[src/rtl/spi_master_mmio.sv]
// rtl/spi_master_mmio.sv - MMIO SPI master (mode 0, MSB first) with TX/RX FIFOs; optional SPI_LOOPBACK_EN

// Synchronous FIFO; a push while full is accepted only when a pop happens in the same cycle.
module spi_master_mmio_fifo #(
    parameter int WIDTH = 8,
    parameter int DEPTH = 4
) (
    input  logic             clk,
    input  logic             rst_n,
    input  logic             i_push,
    input  logic [WIDTH-1:0] i_data,
    input  logic             i_pop,
    output logic [WIDTH-1:0] o_data,
    output logic             o_full,
    output logic             o_empty
);
    localparam int AW = $clog2(DEPTH);
    localparam logic [AW:0] PTR_ONE = 1;

    logic [WIDTH-1:0] r_mem [DEPTH];
    logic [AW:0]      r_wr_ptr;
    logic [AW:0]      r_rd_ptr;
    logic             w_do_push;
    logic             w_do_pop;

    assign o_empty   = (r_wr_ptr == r_rd_ptr);
    assign o_full    = (r_wr_ptr[AW] != r_rd_ptr[AW]) &&
                       (r_wr_ptr[AW-1:0] == r_rd_ptr[AW-1:0]);
    assign w_do_pop  = i_pop && !o_empty;
    assign w_do_push = i_push && (!o_full || w_do_pop);
    assign o_data    = r_mem[r_rd_ptr[AW-1:0]];

    // Pointer update; extra MSB distinguishes full from empty.
    always_ff @(posedge clk or negedge rst_n) begin
        if (!rst_n) begin
            r_wr_ptr <= '0;
            r_rd_ptr <= '0;
        end else begin
            if (w_do_push) r_wr_ptr <= r_wr_ptr + PTR_ONE;
            if (w_do_pop)  r_rd_ptr <= r_rd_ptr + PTR_ONE;
        end
    end

    // Storage write; contents need no reset because the pointers gate visibility.
    always_ff @(posedge clk) begin
        if (w_do_push) r_mem[r_wr_ptr[AW-1:0]] <= i_data;
    end
endmodule

module spi_master_mmio #(
    parameter int FIFO_DEPTH = 4,
    parameter int CLK_DIV    = 4
) (
    input  logic       clk,
    input  logic       rst_n,
    input  logic       spi_wr,
    input  logic       spi_rd,
    input  logic       spi_addr,
    input  logic [7:0] spi_din,
    input  logic       spi_ignore_response,
    output logic [7:0] spi_dout,
    output logic       spi_buffer_full,
    output logic       spi_buffer_empty,
    output logic       spi_data_avail,
    output logic       sclk,
    output logic       mosi,
    input  logic       miso,
    output logic       cs_n
);
    localparam int DW = (CLK_DIV > 1) ? $clog2(CLK_DIV) : 1;
    localparam logic [DW-1:0] DIV_LAST = DW'(CLK_DIV - 1);
    localparam logic [DW-1:0] DIV_ONE  = 1;
    localparam logic [3:0]    HALF_LAST = 4'd15;

    typedef enum logic [1:0] {
        S_IDLE  = 2'd0,
        S_LEAD  = 2'd1,
        S_SHIFT = 2'd2,
        S_TRAIL = 2'd3
    } state_t;

    state_t        r_state;
    state_t        w_state_nxt;
    logic [DW-1:0] r_div;
    logic [DW-1:0] w_div_nxt;
    logic [3:0]    r_half;
    logic [3:0]    w_half_nxt;
    logic          r_sclk;
    logic          w_sclk_nxt;
    logic          r_mosi;
    logic          w_mosi_nxt;
    logic          r_cs_n;
    logic          w_cs_n_nxt;
    logic [7:0]    r_tx_sh;
    logic [7:0]    w_tx_sh_nxt;
    logic [7:0]    r_rx_sh;
    logic [7:0]    w_rx_sh_nxt;
    logic          r_ignore;
    logic          w_ignore_nxt;

    logic          w_tx_pop;
    logic          w_rx_push;
    logic          w_rx_pop;
    logic [8:0]    w_tx_data;
    logic          w_tx_full;
    logic          w_tx_empty;
    logic [7:0]    w_rx_data;
    logic          w_rx_full;
    logic          w_rx_empty;
    logic          w_div_end;
    logic          w_rx_in;

    spi_master_mmio_fifo #(.WIDTH(9), .DEPTH(FIFO_DEPTH)) u_tx_fifo (
        .clk     (clk),
        .rst_n   (rst_n),
        .i_push  (spi_wr),
        .i_data  ({spi_ignore_response, spi_din}),
        .i_pop   (w_tx_pop),
        .o_data  (w_tx_data),
        .o_full  (w_tx_full),
        .o_empty (w_tx_empty)
    );

    spi_master_mmio_fifo #(.WIDTH(8), .DEPTH(FIFO_DEPTH)) u_rx_fifo (
        .clk     (clk),
        .rst_n   (rst_n),
        .i_push  (w_rx_push),
        .i_data  (r_rx_sh),
        .i_pop   (w_rx_pop),
        .o_data  (w_rx_data),
        .o_full  (w_rx_full),
        .o_empty (w_rx_empty)
    );

    // Status reads (addr 1) never consume RX data.
    assign w_rx_pop  = spi_rd && !spi_addr;
    assign w_div_end = (r_div == DIV_LAST);

`ifdef SPI_LOOPBACK_EN
    // Sample the bit being driven this edge; on a back-to-back frame start that is the new MSB.
    assign w_rx_in = (r_state == S_TRAIL) ? w_tx_data[7] : r_mosi;
`else
    assign w_rx_in = miso;
`endif

    assign spi_dout         = w_rx_empty ? 8'h00 : w_rx_data;
    assign spi_buffer_full  = w_tx_full;
    assign spi_buffer_empty = w_tx_empty && (r_state == S_IDLE);
    assign spi_data_avail   = !w_rx_empty;
    assign sclk             = r_sclk;
    assign mosi             = r_mosi;
    assign cs_n             = r_cs_n;

    // Engine state and shift registers.
    always_ff @(posedge clk or negedge rst_n) begin
        if (!rst_n) begin
            r_state  <= S_IDLE;
            r_div    <= '0;
            r_half   <= '0;
            r_sclk   <= 1'b0;
            r_mosi   <= 1'b0;
            r_cs_n   <= 1'b1;
            r_tx_sh  <= '0;
            r_rx_sh  <= '0;
            r_ignore <= 1'b0;
        end else begin
            r_state  <= w_state_nxt;
            r_div    <= w_div_nxt;
            r_half   <= w_half_nxt;
            r_sclk   <= w_sclk_nxt;
            r_mosi   <= w_mosi_nxt;
            r_cs_n   <= w_cs_n_nxt;
            r_tx_sh  <= w_tx_sh_nxt;
            r_rx_sh  <= w_rx_sh_nxt;
            r_ignore <= w_ignore_nxt;
        end
    end

    // Next-state logic: each divider wrap ends a lead, half-period or trail phase.
    always_comb begin
        w_state_nxt  = r_state;
        w_div_nxt    = (r_state == S_IDLE || w_div_end) ? '0 : r_div + DIV_ONE;
        w_half_nxt   = r_half;
        w_sclk_nxt   = r_sclk;
        w_mosi_nxt   = r_mosi;
        w_cs_n_nxt   = r_cs_n;
        w_tx_sh_nxt  = r_tx_sh;
        w_rx_sh_nxt  = r_rx_sh;
        w_ignore_nxt = r_ignore;
        w_tx_pop     = 1'b0;
        w_rx_push    = 1'b0;

        case (r_state)
            S_IDLE: begin
                if (!w_tx_empty) begin
                    w_tx_pop     = 1'b1;
                    w_tx_sh_nxt  = w_tx_data[7:0];
                    w_ignore_nxt = w_tx_data[8];
                    w_mosi_nxt   = w_tx_data[7];
                    w_cs_n_nxt   = 1'b0;
                    w_div_nxt    = '0;
                    w_state_nxt  = S_LEAD;
                end
            end
            S_LEAD: begin
                if (w_div_end) begin
                    w_sclk_nxt  = 1'b1;
                    w_half_nxt  = '0;
                    w_rx_sh_nxt = {r_rx_sh[6:0], w_rx_in};
                    w_state_nxt = S_SHIFT;
                end
            end
            S_SHIFT: begin
                if (w_div_end) begin
                    if (r_half == HALF_LAST) begin
                        w_sclk_nxt  = 1'b0;
                        w_rx_push   = !r_ignore;
                        w_state_nxt = S_TRAIL;
                    end else begin
                        w_half_nxt = r_half + 4'd1;
                        w_sclk_nxt = !r_sclk;
                        if (r_sclk) begin
                            w_tx_sh_nxt = {r_tx_sh[6:0], 1'b0};
                            w_mosi_nxt  = r_tx_sh[6];
                        end else begin
                            w_rx_sh_nxt = {r_rx_sh[6:0], w_rx_in};
                        end
                    end
                end
            end
            S_TRAIL: begin
                if (w_div_end) begin
                    if (!w_tx_empty) begin
                        w_tx_pop     = 1'b1;
                        w_tx_sh_nxt  = w_tx_data[7:0];
                        w_ignore_nxt = w_tx_data[8];
                        w_mosi_nxt   = w_tx_data[7];
                        w_sclk_nxt   = 1'b1;
                        w_half_nxt   = '0;
                        w_rx_sh_nxt  = {r_rx_sh[6:0], w_rx_in};
                        w_state_nxt  = S_SHIFT;
                    end else begin
                        w_cs_n_nxt  = 1'b1;
                        w_mosi_nxt  = 1'b0;
                        w_state_nxt = S_IDLE;
                    end
                end
            end
            default: begin
                w_state_nxt = S_IDLE;
            end
        endcase
    end
endmodule
[config.mk]
export PLATFORM = sky130hd
export DESIGN_NAME = spi_master_mmio
export DESIGN_NICKNAME = d
export VERILOG_FILES = /design/src/rtl/spi_master_mmio.sv
export SDC_FILE = /design/constraint.sdc
export NUM_CORES = 1
export LEC_CHECK = 0
export ABC_AREA = 1
export CAP_MARGIN = 10
export CORE_AREA = 2 2 146 77
export DETAILED_ROUTE_END_ITERATION = 10
export DIE_AREA = 0 0 148 79
export PLACE_DENSITY = 0.68
export SYNTH_ARGS = -nofsm -noshare
export SYNTH_HDL_FRONTEND = slang
export SYNTH_HIERARCHICAL = 1
export SYNTH_SLANG_ARGS = --single-unit
[constraint.sdc]
create_clock -name clk -period 4.1 [get_ports clk]
set_input_delay 0.82 -clock clk [delete_from_list [all_inputs] [get_ports clk]]
set_output_delay 0.82 -clock clk [all_outputs]
set_load 0.1 [all_outputs]
* Yosys cells after proc, flatten, opt, wreduce, memory -nomap -nowiden
Memories as Yosys holds them, arrays and structs flattened.
Cells that the tools add are included.
** Word-level totals
- Flip-flop bits (word level) :: 40
- Memory bits (writable) :: 68
- Output and inout port bits :: 14
- Bits of input ports :: 15
- Bits in latches :: 0
- Word-level logic and storage cells :: 132
- Memories kept :: 2
- Memory bits (read-only) :: 0
** Memories
- u_tx_fifo.r_mem :: words 4, bits a word 9, read ports 1, clocked after Yosys merged registers in 0, wr ports 1, line 20 : logic [WIDTH-1:0] r_mem [DEPTH];
- u_rx_fifo.r_mem :: words 4, bits a word 8, read ports 1, clocked after Yosys merged registers in 0, wr ports 1, line 20
** Cells by class
- Bitwise operators :: 0
- Add/sub/neg operators :: 6
- Reductions and logical operators :: 30
- Shift-type cells :: 0
- Muxes and demuxes :: 60
- $lt $le $gt $ge :: 0
- Div/mod/pow operators :: 0
- Multiply operators :: 0
- Eq/ne operators :: 21
** Operators by type and width (count)
- two-way mux 8 bit :: 12
- case mux 8 bit (3 select lines) :: 2
- two-way mux 1 bit :: 25
- two-way mux 4 bit :: 5
- two-way mux 2 bit :: 9
- != test 2 bit, second input constant :: 9
- AND reduction 5 bit :: 3
- adder 3 x 1 -> 3 bit, second input constant :: 4
- case mux 4 bit (3 select lines) :: 1
- AND reduction 6 bit :: 2
- logical AND 1 bit :: 8
- case mux 2 bit (4 select lines) :: 1
- logical NOT 1 bit :: 7
- AND reduction 7 bit :: 1
- == test 2 bit, second input constant :: 3
- == test 3 bit :: 2
- case mux 1 bit (2 select lines) :: 3
- case mux 1 bit (3 select lines) :: 2
- nonzero test 3 bit :: 2
- adder 4 x 1 -> 4 bit, second input constant :: 1
- == test 2 bit :: 2
- == test 4 bit, second input constant :: 1
- AND reduction 4 bit :: 1
- logical OR 1 bit :: 3
- other kinds (7) :: 8

* Logic depth before layout (Yosys ltp)
- Depth after elaboration :: 9
- Mapped depth :: 14
- Depth with buffers taken out :: 14

* By module
The synthesis kept the hierarchy.
** By module, submodules not included
- spi_master_mmio_fifo (u_tx_fifo) :: instances 1, area an instance 1789.2 µm², seq. area each 1231.2 µm², cells each 147
- spi_master_mmio :: instances 1, area an instance 1760.4 µm², seq. area each 676.9 µm², cells each 235
- spi_master_mmio_fifo (u_rx_fifo) :: instances 1, area an instance 1625.3 µm², seq. area each 1111.1 µm², cells each 137

* Worst setup path after synthesis
Ideal clock, no wire load.
- Kind :: register to output
- Start :: reg u_rx_fifo.r_rd_ptr[1]
- End :: out spi_dout[0]
- Cell stages (with the launch flop) :: 8
- Path buffers :: 2
- Slack :: 0.970 ns
- Arrival time :: 2.310 ns
- Required time :: 3.280 ns
- Path through :: dfrtp_1 buf_4 nand2_1 nand2_1 nand3_1 inv_1 clkbuf_1 nor2_1
** On the way
- Word-level cells in the longest chain between the ends :: 2
- Elaborated cells between the ends (all ways) :: 3
- Classes of those cells :: eq/ne: 1; mux: 1; memory: 1
** RTL lines
- from (decl) :: line 22 : logic [AW:0] r_rd_ptr;
- from (signal assigned) :: line 40 : if (w_do_pop) r_rd_ptr <= r_rd_ptr + PTR_ONE;
- == test 3 bit :: line 26 : assign o_empty = (r_wr_ptr == r_rd_ptr);
- net w_rx_empty :: line 109 : logic w_rx_empty;
- two-way mux 8 bit :: line 146 : assign spi_dout = w_rx_empty ? 8'h00 : w_rx_data;
- to (decl) :: line 61 : output logic [7:0] spi_dout,
The timed path passes the listed nets, and every way through them passes these cells.

* Worst setup path in the final report
- Start :: reg u_tx_fifo.r_rd_ptr[0]
- End :: mem u_tx_fifo.r_mem[0][8], enable pin
** On the way
- Word-level cells in the longest chain between the ends :: 9
- Elaborated cells between the ends (all ways) :: 13
- Classes of those cells :: eq/ne: 2; mux: 5; reduce/logical: 6
** RTL lines
- from (decl) :: line 22
- from (signal assigned) :: line 40
- == test 3 bit * :: line 26
- net w_tx_empty :: line 106 : logic w_tx_empty;
- two-way mux 1 bit * :: line 195, 233
- two-way mux 1 bit :: line 232 : if (w_div_end) begin
- case mux 1 bit (2 select lines) * :: line 193 : case (r_state)
- net w_tx_pop :: line 101 : logic w_tx_pop;
- logical AND 1 bit * :: line 29 : assign w_do_pop = i_pop && !o_empty;
- logical OR 1 bit * :: line 30 : assign w_do_push = i_push && (!o_full || w_do_pop);
- logical AND 1 bit * :: line 30
- two-way mux 1 bit * :: line 46 : if (w_do_push) r_mem[r_wr_ptr[AW-1:0]] <= i_data;
- two-way mux 1 bit (not written as such) * :: line 46
- to (decl) :: line 20
Mark *: on every way through the listed nets, which the timed path passes. The rest lies on a longest branch.

==> flow_metrics.tcl <==
set metrics [dict create \
    synthesis.area_um2 5170 \
    cts_sinks 107 \
    r2r_end "u_tx_fifo/r_mem[0][8]" \
    p_per_area_nw_per_um2 721 \
    crit_type "reg2reg" \
    final-seq-area_um2 3020 \
    core_um2 10500 \
    p_leak_nw 2.58 \
    start_util_pct 49.0 \
    hold_class "reg2reg" \
    grt_max_degree 40 \
    yosys_warnings 6 \
    final_cells 694 \
    grt_pass1_vias 3334 \
    first_iter_violations 573 \
    dr.pass1.iters 5 \
    ctsResizeCount 0 \
    timing.slew.headroom_pct 35.7 \
    rrSetupSlack_ps 770 \
    finalPower_mw 4.22 \
    dp_cells 678 \
    cp_cell_sequence "inv_1 -> nand2_1 -> nand2_1 -> nand3_2 -> inv_1 -> inv_1 -> nand3_1 -> inv_1 -> inv_1 -> nand4_4 -> nand2_4 -> nor2_1" \
    vias 3732 \
    netlist_instances 517 \
    post_cts_buffers 0 \
    slowest_delay_ps 730 \
    dieArea_um2 11700 \
    holdBufCountCts 0 \
    drv_cap 0 \
    drtAntennaViolNets 0 \
    finalWeightedCongestion 0.953 \
    status "complete, no violations" \
    worst_slew_pin_slew_ps 962 \
    final_util_pct 55.6 \
    port-buffer-count 28 \
    wl_mm 12.1 \
    overflow 0 \
    ir_worst_vdd_uv 626 \
    cts_root_buffer "clkbuf_16" \
    reg2reg_depth 12 \
    routed_via_density 5.38 \
    tns_ps 0 \
    clkTransAtPathRegs_ps 70 \
    ioPinCount 29 \
    place_area_um2 5520 \
    chipHeight_um 79 \
    antenna_found_initial 0 \
    drc 0 \
    htree_levels 3 \
    worstHoldPathCells 2 \
    cts_max_path_buffers 2 \
    r2r_start "u_tx_fifo/r_rd_ptr[0]" \
    grt_pass1_wl_mm 18.9 \
    groute.usage.overall_pct 22.1 \
    finalSetupViolCount 0 \
    cpMostUsedCell "inv_1" \
    fin_skew_ps 9.33 \
    cp.arrival_ps 3310 \
    nNetsFinal 577 \
    fin_crit_ps 3330 \
    top_usage_layer "met1" \
    stdcell_area_um2 5860 \
    cp_max_fo 22 \
    hold_viol 0 \
    worstHoldEndpoint "r_tx_sh[4]" \
    layout-drive-gt1-share_pct 11.1 \
    syn_nets 550 \
    finalCritPeriodShare_pct 81.3 \
    fp-row-count 27 \
    critPathLaunch "u_tx_fifo/r_rd_ptr[0]" \
    use_met3_pct 8.22 \
    hold_start "r_tx_sh[4]" \
    grtUsageMet1_pct 37.8 \
    cts_buffers 9 \
    startpoint_type "register" \
    insertedDiodeCount 0 \
    endpoint_kind "register" \
    maxSlewViolCount 0 \
    n_fill_cell 896 \
    worst_path_max_delay_cell "dfrtp_1" \
    synthToLayoutAreaGrowth_pct 13.4 \
    required_ps 4080 \
    wl_per_cell_um 17.4 \
    hpwl_mm 8.91 \
    syn_avg_cell_area_um2 10.0 \
    multi_input_area_um2 1830 \
    grtUsageMet2_pct 24.3 \
    fmax_mhz 300 \
    tritoncts "done" \
    worstSkewPairLatency_ps 350 \
    rsz0062_at_grt "false" \
    die_w_um 148 \
]
## metrics by stage
step	setup WS, ps	hold slack, ps
floorplan	988	441
global placement	993	455
detailed placement	856	460
CTS	830	477
global route	485	496
finish	766	477
## placed cells by master (no fill, tap or decap), types with 2 or more instances in the layout
cell / count
nor2_2: 2
clkdlybuf4s50_1: 16
clkinvlp_4: 2
nand2_4: 2
clkbuf_16: 9
nand2_2: 6
edfxtp_1: 68
xnor2_2: 2
inv_2: 7
nand4_4: 2
dfrtp_1: 38
xor2_1: 4
nand3_1: 29
bufinv_16: 2
o22ai_1: 17
buf_4: 12
o21ai_0: 37
nor2_1: 63
nand2_1: 113
nor3_1: 2
inv_1: 55
nand4_1: 10
a21oi_1: 2
o21ai_1: 5
o21bai_1: 8
ha_1: 18
## layout make-up
| cell class | instances | share of cell area [%] |
|---|---|---|
| clock buffers | 10 | 4.08 |
| inverters | 63 | 4.08 |
| flip-flops and latches | 107 | 51.5 |
| well taps | 145 | 3.10 |
| repair buffers | 29 | 4.36 |
| multi-input cells | 334 | 31.2 |
| clock inverters | 6 | 1.62 |
## worst max-delay path by stage
| stage | endpoint | depth (start not counted) |
|---|---|---|
| floorplan | spi_dout[0] | 7 |
| global placement | u_tx_fifo/r_mem[0][6] | 12 |
| detailed placement | u_tx_fifo/r_mem[0][1] | 12 |
| CTS | spi_buffer_empty | 8 |
| global route | u_tx_fifo/r_mem[0][4] | 12 |
| finish | u_tx_fifo/r_mem[0][8] | 12 |
## sequential cells by signal (all words and copies together), names as in the netlist, 2 cells and up
name,cells
r_rx_sh,8
r_half,4
r_state,2
u_rx_fifo/r_wr_ptr,3
r_div,2
u_rx_fifo/r_rd_ptr,3
u_tx_fifo/r_mem,36
u_tx_fifo/r_wr_ptr,3
r_tx_sh,7
u_rx_fifo/r_mem,32
u_tx_fifo/r_rd_ptr,3
## worst max-delay path, delay by kind of cell (launching register included)
family                 cells  cell delay, ps
flip-flops                 1             730
buffers and inverters      5             880
AND/OR/NAND/NOR            7            1360
## power breakdown
group | internal [mW] | switching, mW | total [mW] | leakage (nW)
registers | 1.42 | 0.236 | 1.65 | 1.12
clock network | 0.558 | 0.390 | 0.948 | 0.157
logic | 0.505 | 1.12 | 1.63 | 1.30
## layer usage
layer | wire [um] | up-vias
li1 | - | 1779
met1 | 6390 | 1735
met2 | 4050 | 209
met3 | 1570 | 9
met4 | 80 | 0
met5 | 0 | -
Power figures use the tool's default switching activity.
